**src/rtl/alu_mc.sv**
```systemverilog
// alu_mc: valid/ready ALU with 1-cycle logic/arith ops; ALU_MULDIV_EN adds iterative MULLO/DIVU/REMU
module alu_mc #(
  parameter int WIDTH = 64
) (
  input  logic             clk,
  input  logic             rst,
  input  logic             in_valid,
  output logic             in_ready,
  input  logic [WIDTH-1:0] data1,
  input  logic [WIDTH-1:0] data2,
  input  logic [3:0]       ALU_Select,
  output logic             out_valid,
  input  logic             out_ready,
  output logic [WIDTH-1:0] result,
  output logic             zero,
  output logic             carry,
  output logic             ovf,
  output logic             illegal
);
  typedef enum logic [1:0] {IDLE, BUSY, DONE} state_t;
  state_t state_q, state_d;
  logic [WIDTH-1:0] result_q, result_d, s_res;
  logic zero_q, zero_d, carry_q, carry_d, ovf_q, ovf_d, illegal_q, illegal_d;
  logic s_carry, s_ovf, s_ill, accept, is_md;
  logic [WIDTH:0] sum, dif;
  assign in_ready  = (state_q == IDLE) || (state_q == DONE && out_ready);
  assign accept    = in_valid && in_ready;
  assign out_valid = state_q == DONE;
  assign result    = result_q;
  assign zero      = zero_q;
  assign carry     = carry_q;
  assign ovf       = ovf_q;
  assign illegal   = illegal_q;
  // single-cycle datapath evaluated on the live operands, captured on accept
  always_comb begin
    sum = {1'b0, data1} + {1'b0, data2};
    dif = {1'b0, data1} - {1'b0, data2};
    s_res = ALU_Select == 4'b0000 ? data1 & data2 :
            ALU_Select == 4'b0001 ? data1 | data2 :
            ALU_Select == 4'b0010 ? sum[WIDTH-1:0] :
            ALU_Select == 4'b0110 ? dif[WIDTH-1:0] :
            ALU_Select == 4'b0111 ? data2 :
            ALU_Select == 4'b1100 ? ~(data1 | data2) : '0;
    s_ill = !(ALU_Select inside {4'b0000, 4'b0001, 4'b0010, 4'b0110, 4'b0111, 4'b1100});
    s_carry = ALU_Select == 4'b0010 ? sum[WIDTH] : ALU_Select == 4'b0110 ? !dif[WIDTH] : 1'b0;
    s_ovf = ALU_Select == 4'b0010 ? (data1[WIDTH-1] == data2[WIDTH-1]) && (sum[WIDTH-1] != data1[WIDTH-1]) :
            ALU_Select == 4'b0110 ? (data1[WIDTH-1] != data2[WIDTH-1]) && (dif[WIDTH-1] != data1[WIDTH-1]) : 1'b0;
  end
`ifdef ALU_MULDIV_EN
  localparam int CNTW = $clog2(WIDTH) + 1;
  logic [CNTW-1:0] cnt_q, cnt_d;
  logic [WIDTH-1:0] a_q, a_d, b_q, b_d, acc_q, acc_d, mul_n, quo_n, rem_n, md_res;
  logic [WIDTH:0] part;
  logic [1:0] op_q, op_d;
  logic busy, ge, last;
  assign is_md = ALU_Select inside {4'b1000, 4'b1001, 4'b1010};
  // one shift-add (a<<, b>> , acc+=) or restoring-divide (a=quotient, acc=remainder) step per cycle
  always_comb begin
    busy = state_q == BUSY;
    last = busy && cnt_q == CNTW'(WIDTH - 1);
    mul_n = acc_q + (b_q[0] ? a_q : '0);
    part = {acc_q, a_q[WIDTH-1]};
    ge = part >= {1'b0, b_q};
    quo_n = {a_q[WIDTH-2:0], ge};
    rem_n = ge ? part[WIDTH-1:0] - b_q : part[WIDTH-1:0];
    md_res = op_q == 2'b00 ? mul_n : op_q == 2'b01 ? quo_n : rem_n;
    cnt_d = busy && !last ? cnt_q + 1'b1 : '0;
    op_d = accept ? ALU_Select[1:0] : op_q;
    a_d = accept ? data1 : busy ? (op_q == 2'b00 ? a_q << 1 : quo_n) : a_q;
    b_d = accept ? data2 : busy && op_q == 2'b00 ? b_q >> 1 : b_q;
    acc_d = accept ? '0 : busy ? (op_q == 2'b00 ? mul_n : rem_n) : acc_q;
  end
`else
  assign is_md = 1'b0;
`endif
  // control FSM next state and result/flag capture
  always_comb begin
    state_d = state_q;
    result_d = result_q;
    zero_d = zero_q;
    carry_d = carry_q;
    ovf_d = ovf_q;
    illegal_d = illegal_q;
    if (state_q == DONE && out_ready) state_d = IDLE;
    if (accept && is_md) state_d = BUSY;
    else if (accept) begin
      state_d = DONE;
      result_d = s_res;
      zero_d = s_res == '0;
      carry_d = s_carry;
      ovf_d = s_ovf;
      illegal_d = s_ill;
    end
`ifdef ALU_MULDIV_EN
    if (last) begin
      state_d = DONE;
      result_d = md_res;
      zero_d = md_res == '0;
      carry_d = 1'b0;
      ovf_d = 1'b0;
      illegal_d = 1'b0;
    end
`endif
  end
  // state and registered outputs; reset drops any in-flight op
  always_ff @(posedge clk or posedge rst) begin
    if (rst) begin
      state_q <= IDLE;
      result_q <= '0;
      zero_q <= 1'b0;
      carry_q <= 1'b0;
      ovf_q <= 1'b0;
      illegal_q <= 1'b0;
`ifdef ALU_MULDIV_EN
      cnt_q <= '0;
      op_q <= '0;
      a_q <= '0;
      b_q <= '0;
      acc_q <= '0;
`endif
    end else begin
      state_q <= state_d;
      result_q <= result_d;
      zero_q <= zero_d;
      carry_q <= carry_d;
      ovf_q <= ovf_d;
      illegal_q <= illegal_d;
`ifdef ALU_MULDIV_EN
      cnt_q <= cnt_d;
      op_q <= op_d;
      a_q <= a_d;
      b_q <= b_d;
      acc_q <= acc_d;
`endif
    end
  end
endmodule

```
**config.mk**
```make
export PLATFORM = sky130hd
export DESIGN_NAME = alu_mc
export DESIGN_NICKNAME = d
export VERILOG_FILES = /design/src/rtl/alu_mc.sv
export SDC_FILE = /design/constraint.sdc
export NUM_CORES = 1
export LEC_CHECK = 0
export ABC_AREA = 1
export ABC_CLOCK_PERIOD_IN_PS = 2900
export BUFFER_PORTS_ARGS = -buffer_cell sky130_fd_sc_hd__buf_2
export CAP_MARGIN = 20
export CORE_MARGIN = 5
export CORE_UTILIZATION = 34
export CTS_BUF_LIST = sky130_fd_sc_hd__clkbuf_16
export DETAILED_ROUTE_END_ITERATION = 16
export PLACE_DENSITY = 0.54
export SYNTH_ARGS = -nofsm -noshare
export SYNTH_HDL_FRONTEND = slang
export SYNTH_SLANG_ARGS = --single-unit
```
**constraint.sdc**
```tcl
create_clock -name clk -period 2.9 [get_ports clk]
set_clock_uncertainty 0.1 [all_clocks]
set_input_delay 0.29 -clock clk [delete_from_list [all_inputs] [get_ports clk]]
set_output_delay 0.29 -clock clk [all_outputs]
set_load 0.01 [all_outputs]
```
==> results.md, run 1 <==
- R2R Setup Slk: 700 ps
- Hold Crit Class: in2reg
- Leakage power: 0.01676 uW
- First-pass DRT Iterations: 6
- Die height: 244.1 um
- Max-slew violation count: 0
- Reg2reg end: zero
- Crit start category: input port
- GP Congestion: 1.086
- Antenna-violating nets left: 0
- Slowest stage delay, CP: 220 ps
- Critical path class: in2reg
- Count of maximum capacitance violations: 0
- Mapped Area: 0.01863 mm^2
- CTS H-tree depth: 3
- Die Wd: 244.1 um
- Final nets: 4960
- Data arrival time of the worst path: 3030 ps
- Power per cell area: 277.9 mW/mm^2
- Routed len/inst: 19.66 um
- Core Util, Final: 0.5531
- Worst r2r src: state_q[1]
- Min Tclk post-route: 2838 ps
- RSZ-0062 raised after global routing: yes
- Vias in the first global route: 24054
- Mapped Cells: 3600
- Placed Area: 0.02670 mm^2
- YS warnings: 0
- First-pass GRT wire length: 149.8 mm
- Fin area: 0.02988 mm^2
- Critical Path Fanout Max: 4
- Commonest non-fill, non-tap cell in the layout: nand2_1
- Total power: 8303 uW
- Setup crit start: data1[5]
- # IOs: 206
- # clock sinks: 69
- Status: complete, no violations
- Fill count: 5801
- Syn avg cell area: 5.174 um^2
- Num CTS Buffers: 9
- CTS tree: built
- Root buf cell: clkbuf_16
- Vias per cell: 5.011
- Via count: 26718
- Core region area: 0.05403 mm^2
- Num rows: 85
- Layout area overhead: 60.40%
- Synth Net Count: 3930
- Initial DRC count: 2907
- Largest net degree at the start of global routing: 96
- Post-DP HPWL: 90.06 mm
- Grt ovf: 0
- CP max stage cell: ha_4
- Die area: 0.05957 mm^2
- Period utilisation layout: 0.9788
- Worst Setup End Kind: flip-flop
- Share of layout cells above drive strength 1: 0.3888
- Pin slew with the least headroom to its limit: 881.8 ps
- Dominant synthesized flop cell: dfrtp_1
- Final hold violations: 0
- Seq/Total Area, Yosys: 0.09269
- Initial antenna violation count: 2
- Post-synth EDFFs: 0
- R2R depth: 15
- Crit path to: zero
- # setup viols final: 0
- Total GRT Usage: 0.3301
- Worst vdd ir: 376.7 uV
- Fmax: 352.3 MHz
- Slew headroom: 0.4121
- I/O Buffers: 205
- Post-Route WL: 104.8 mm
- Synth unique cells: 49
- Starting Density: 0.3448
- Post-synthesis sequential element count: 69
- Most frequent cells in the layout: nand2_1 (1058), buf_4 (882), inv_1 (700)
- Ys async rst share: 1.000
- CTS max path bufs: 2
- DRC Markers: 0
- Clock latency on the worst-skew pair: 340 ps
- CP Data Required Time: 3090 ps
- CTS clk-pin slew, worst paths: 70 ps
synthesized netlist by cell type (4+ instances only):
library cell,count,area [um^2]
nand2_1,1208,4534
inv_1,747,2804
nor2_1,367,1378
nand3_1,277,1386
ha_1,192,2402
a21oi_1,141,705.7
o21ai_0,101,505.5
dfrtp_1,69,1727
nand4_1,63,394.1
nor2_2,62,387.9
o22ai_1,55,344.1
inv_2,36,135.1
nand2_2,34,212.7
buf_4,32,240.2
buf_2,26,130.1
clkbuf_1,26,97.59
o21bai_1,26,195.2
nor3_1,24,120.1
nand3_2,14,140.1
buf_1,12,45.04
clkinv_1,10,37.54
nor2_4,8,90.09
a21oi_2,7,61.31
buf_6,7,78.83
a31oi_1,5,31.28
nor3_2,5,50.05
or2_2,5,31.28
nor4_1,4,25.02
xor2_1,4,35.03
final cells by class:
cell class | count | area (um^2) | share of cell area
tap | 696 | 870.8 | 0.02914
sequential | 69 | 1727 | 0.05779
timing repair buffer | 1124 | 8220 | 0.2751
multi-input combinational | 2633 | 15680 | 0.5248
inverter | 793 | 2990 | 0.1001
antenna | 1 | 2.502 | 0.00008375
clock inverter | 7 | 162.7 | 0.005444
clock buffer | 9 | 225.2 | 0.007537
cells by family after synthesis:
kind of cell / synth area share
AND/OR/NAND/NOR: 0.4762
buffers and inverters: 0.1921
AO/OA/AOI/OAI: 0.1060
flip-flops: 0.09269
adder cells (fa/ha/maj): 0.1311
XOR/XNOR: 0.001881
sequential cells by signal (all words and copies together), names as in the netlist:
| register | flops |
|---|---|
| result | 64 |
| carry | 1 |
| illegal | 1 |
| zero | 1 |
| state_q | 1 |
| ovf | 1 |
metal layers:
metal	up-vias	track usage	wire length (um)
met5	-	0	65
met4	2	0.08032	3286
met3	152	0.05634	11590
met2	1315	0.4858	42540
met1	12231	0.4985	47370
li1	13018	-	-
metrics by stage:
step                      TNS, ps  hold WS (ps)  setup slack [ps]  instances
after floorplan                 0         393.1             376.3       3600
after global routing       -93.89         213.7            -75.63       5331
after CTS                       0         172.0             1.390       5297
after global placement      -8991         134.9            -747.3       5273
final                           0         185.5             61.56       5332
after detailed placement    -9829         133.0            -785.8       5273
worst min-delay path by stage:
stage               cells past startpoint          to  startpoint
finish                                  4  state_q[1]   out_ready
global route                            4  state_q[1]   out_ready
CTS                                     4  state_q[1]   out_ready
detailed placement                      2  result[48]         rst
global placement                        2  result[48]         rst
floorplan                               3         ovf   data1[63]
worst max-delay path, delay by kind of cell:
family / cells / cell delay, ps
simple gates: 17 / 1820
fa+ha+maj: 1 / 220
buf+inv: 7 / 670
timing repair:
item | in CTS | in global routing
hold buffers | 1 | 0
setup endpoints to repair | 5 | 17
hold endpoints to repair | 9 | 0
buffers inserted | 7 | 34
pin swaps | 10 | 124
resized for setup | 105 | 554
power by group:
| part | switching [uW] | internal [uW] |
|---|---|---|
| Sequential | 70.2 | 1090 |
| Combinational | 3270 | 2400 |
| Clock | 456 | 1010 |
| Total | 3800 | 4500 |
Note: power is estimated with default switching activity, not from simulation.
==> run 2, diff against run 1 <==
CORE_ASPECT_RATIO = 0.6   (was not set)
CORE_UTILIZATION = 32   (was 34)
PLACE_DENSITY = 0.52   (was 0.54)
==> run 2 against run 1 <==
  * The run now ends with negative setup slack left
  * Maximum frequency down 5.8%
  * Final cell count up 5.3%
  * Worst setup slack worse by 170 ps
==> results.md, run 2 (synthesis gave the netlist of run 1 again) <==
- Worst Setup End Kind: flip-flop (unchanged)
- Grt ovf: 0 (unchanged)
- I/O Buffers: 205 (unchanged)
- Commonest non-fill, non-tap cell in the layout: buf_4 (was nand2_1)
- Die Wd: 321.5 um (was 244.1 um)
- Via count: 28337 (was 26718)
- Clock latency on the worst-skew pair: 340 ps (about the same)
- Data arrival time of the worst path: 3200 ps (was 3030 ps)
- Critical Path Fanout Max: 7 (was 4)
- Num CTS Buffers: 9 (unchanged)
- # clock sinks: 69 (unchanged)
- CP Data Required Time: 3080 ps (was 3090 ps)
- Largest net degree at the start of global routing: 96 (unchanged)
- Core region area: 0.05760 mm^2 (was 0.05403 mm^2)
- Vias per cell: 5.048 (was 5.011)
- Most frequent cells in the layout: buf_4 (1048), nand2_1 (952), inv_1 (642) (was nand2_1 (1058), buf_4 (882), inv_1 (700))
- Count of maximum capacitance violations: 0 (unchanged)
- Antenna Cells: 0 (was 1)
- Antenna-violating nets left: 0 (unchanged)
- R2R Setup Slk: 750 ps (was 700 ps)
- First-pass GRT wire length: 173.0 mm (was 149.8 mm)
- Max-slew violation count: 0 (unchanged)
- CTS clk-pin slew, worst paths: 60 ps (was 70 ps)
- Root buf cell: clkbuf_16 (unchanged)
- Post-Route WL: 126.6 mm (was 104.8 mm)
- # setup viols final: 2 (was 0)
- Reg2reg end: zero (unchanged)
- Pin slew with the least headroom to its limit: 842.9 ps (was 881.8 ps)
- Die height: 196.9 um (was 244.1 um)
- Routed len/inst: 22.56 um (was 19.66 um)
- Critical path class: in2reg (unchanged)
- Final worst slack: -111.9 ps (was 61.56 ps)
- First-pass DRT Iterations: 6 (unchanged)
- Total power: 9142 uW (was 8303 uW)
- Hold Crit Class: in2reg (unchanged)
- RSZ-0062 raised after global routing: yes (unchanged)
- Setup TNS: -118.3 ps (was 0 ps)
- CTS tree: built (unchanged)
- CTS max path bufs: 2 (unchanged)
- Final hold violations: 0 (unchanged)
- Worst Hold Launch: out_ready (unchanged)
- Core Util, Final: 0.5785 (was 0.5531)
- Hold Path Depth: 4 (unchanged)
- Vias in the first global route: 24985 (was 24054)
- Total GRT Usage: 0.3760 (was 0.3301)
- Worst vdd ir: 234.8 uV (was 376.7 uV)
- Initial DRC count: 3587 (was 2907)
- CTS H-tree depth: 3 (unchanged)
- R2R depth: 15 (unchanged)
- Status: finished, violations left (was complete, no violations)
- Initial antenna violation count: 4 (was 2)
- Worst r2r src: state_q[1] (unchanged)
- Post-DP HPWL: 109.2 mm (was 90.06 mm)
- Final nets: 5168 (was 4960)
- Fmax: 332.0 MHz (was 352.3 MHz)
- Share of layout cells above drive strength 1: 0.4735 (was 0.3888)
- Die area: 0.06330 mm^2 (was 0.05957 mm^2)
- Min Tclk post-route: 3012 ps (was 2838 ps)
- Crit start category: input port (unchanged)
- Slew headroom: 0.4380 (was 0.4121)
- Power per cell area: 274.3 mW/mm^2 (was 277.9 mW/mm^2)
- Starting Density: 0.3234 (was 0.3448)
- Num rows: 68 (was 85)
- Failing checks: negative setup slack
- Leakage power: 0.01829 uW (was 0.01676 uW)
- Hold EP: state_q[1] (unchanged)
- DRC Markers: 0 (unchanged)
- GP Congestion: 1.153 (was 1.086)
- Period utilisation layout: 1.039 (was 0.9788)
- Largest register FFs: 64 (unchanged)
- # IOs: 206 (unchanged)
- Layout area overhead: 78.90% (was 60.40%)
run 2: power by group:
| part | leakage [uW] | internal [uW] | switching, uW |
|---|---|---|---|
| registers | 0.000908 | 1090 | 72.0 |
| logic | 0.0172 | 2910 | 3980 |
| clock network | 0.000141 | 661 | 436 |
| total | 0.0183 | 4660 | 4490 |
run 2: repair_timing:
action                                 CTS  global route
endpoints found under the hold margin   28             0
buffers inserted                        47            51
setup endpoints to repair               39            34
hold buffers                             1             0
pin swaps                              108           252
gates resized for setup                447           672
run 2: layer usage:
metal	GRT usage	wire length, um	vias up	share of wire
met5	0	13	-	0.00010
met4	0.02828	894	2	0.0071
met3	0.2105	24080	83	0.19
met2	0.4277	41310	1667	0.33
met1	0.6020	60350	13143	0.48
li1	-	-	13442	-
run 2: critical path, cell delays in order:
cell     delay, ps
buf_2           90
inv_1           70
ha_4           300
buf_8          130
nand2_2         80
buf_4          150
nor2_4         150
nand2_2         80
buf_4          140
nor2_4          90
nand2_2         70
nand3_2        110
nand2_1         60
nand3_1         90
nand4_1        250
nor2_4         290
nand2_2        100
nor2_4         120
nand2_2         80
nor2_4         120
nand2_1         70
nor2_2         110
nand4_1         90
nand2_1         60
run 2: per-stage QoR:
stage	cells	instance area (um^2)	hold WS [ps]	setup WS, ps
6_report	5613	33320	191.6	-111.9
3_3_place_gp	5500	28130	310.5	-1054
5_1_grt	5613	33320	238.3	-150.7
3_5_place_dp	5500	28130	314.8	-985.1
4_1_cts	5564	30670	184.9	-21.34
2_1_floorplan	3600	18630	393.1	376.3
run 2: how the worst max path moves through the flow:
stage,from,to,depth (start not counted)
CTS,data2[11],zero,27
global route,data1[14],zero,23
global placement,data1[37],zero,22
floorplan,data1[0],zero,23
detailed placement,data1[37],zero,22
finish,data2[12],zero,24
run 2: cell type report:
| type | instances | area, um^2 |
|---|---|---|
| tap | 770 | 963.4 |
| timing repair buffer | 1332 | 10240 |
| fill | 5869 | 24280 |
| multi-input combinational | 2633 | 17120 |
| clock buffer | 9 | 225.2 |
| sequential | 69 | 1727 |
| clock inverter | 7 | 66.31 |
| inverter | 793 | 2984 |
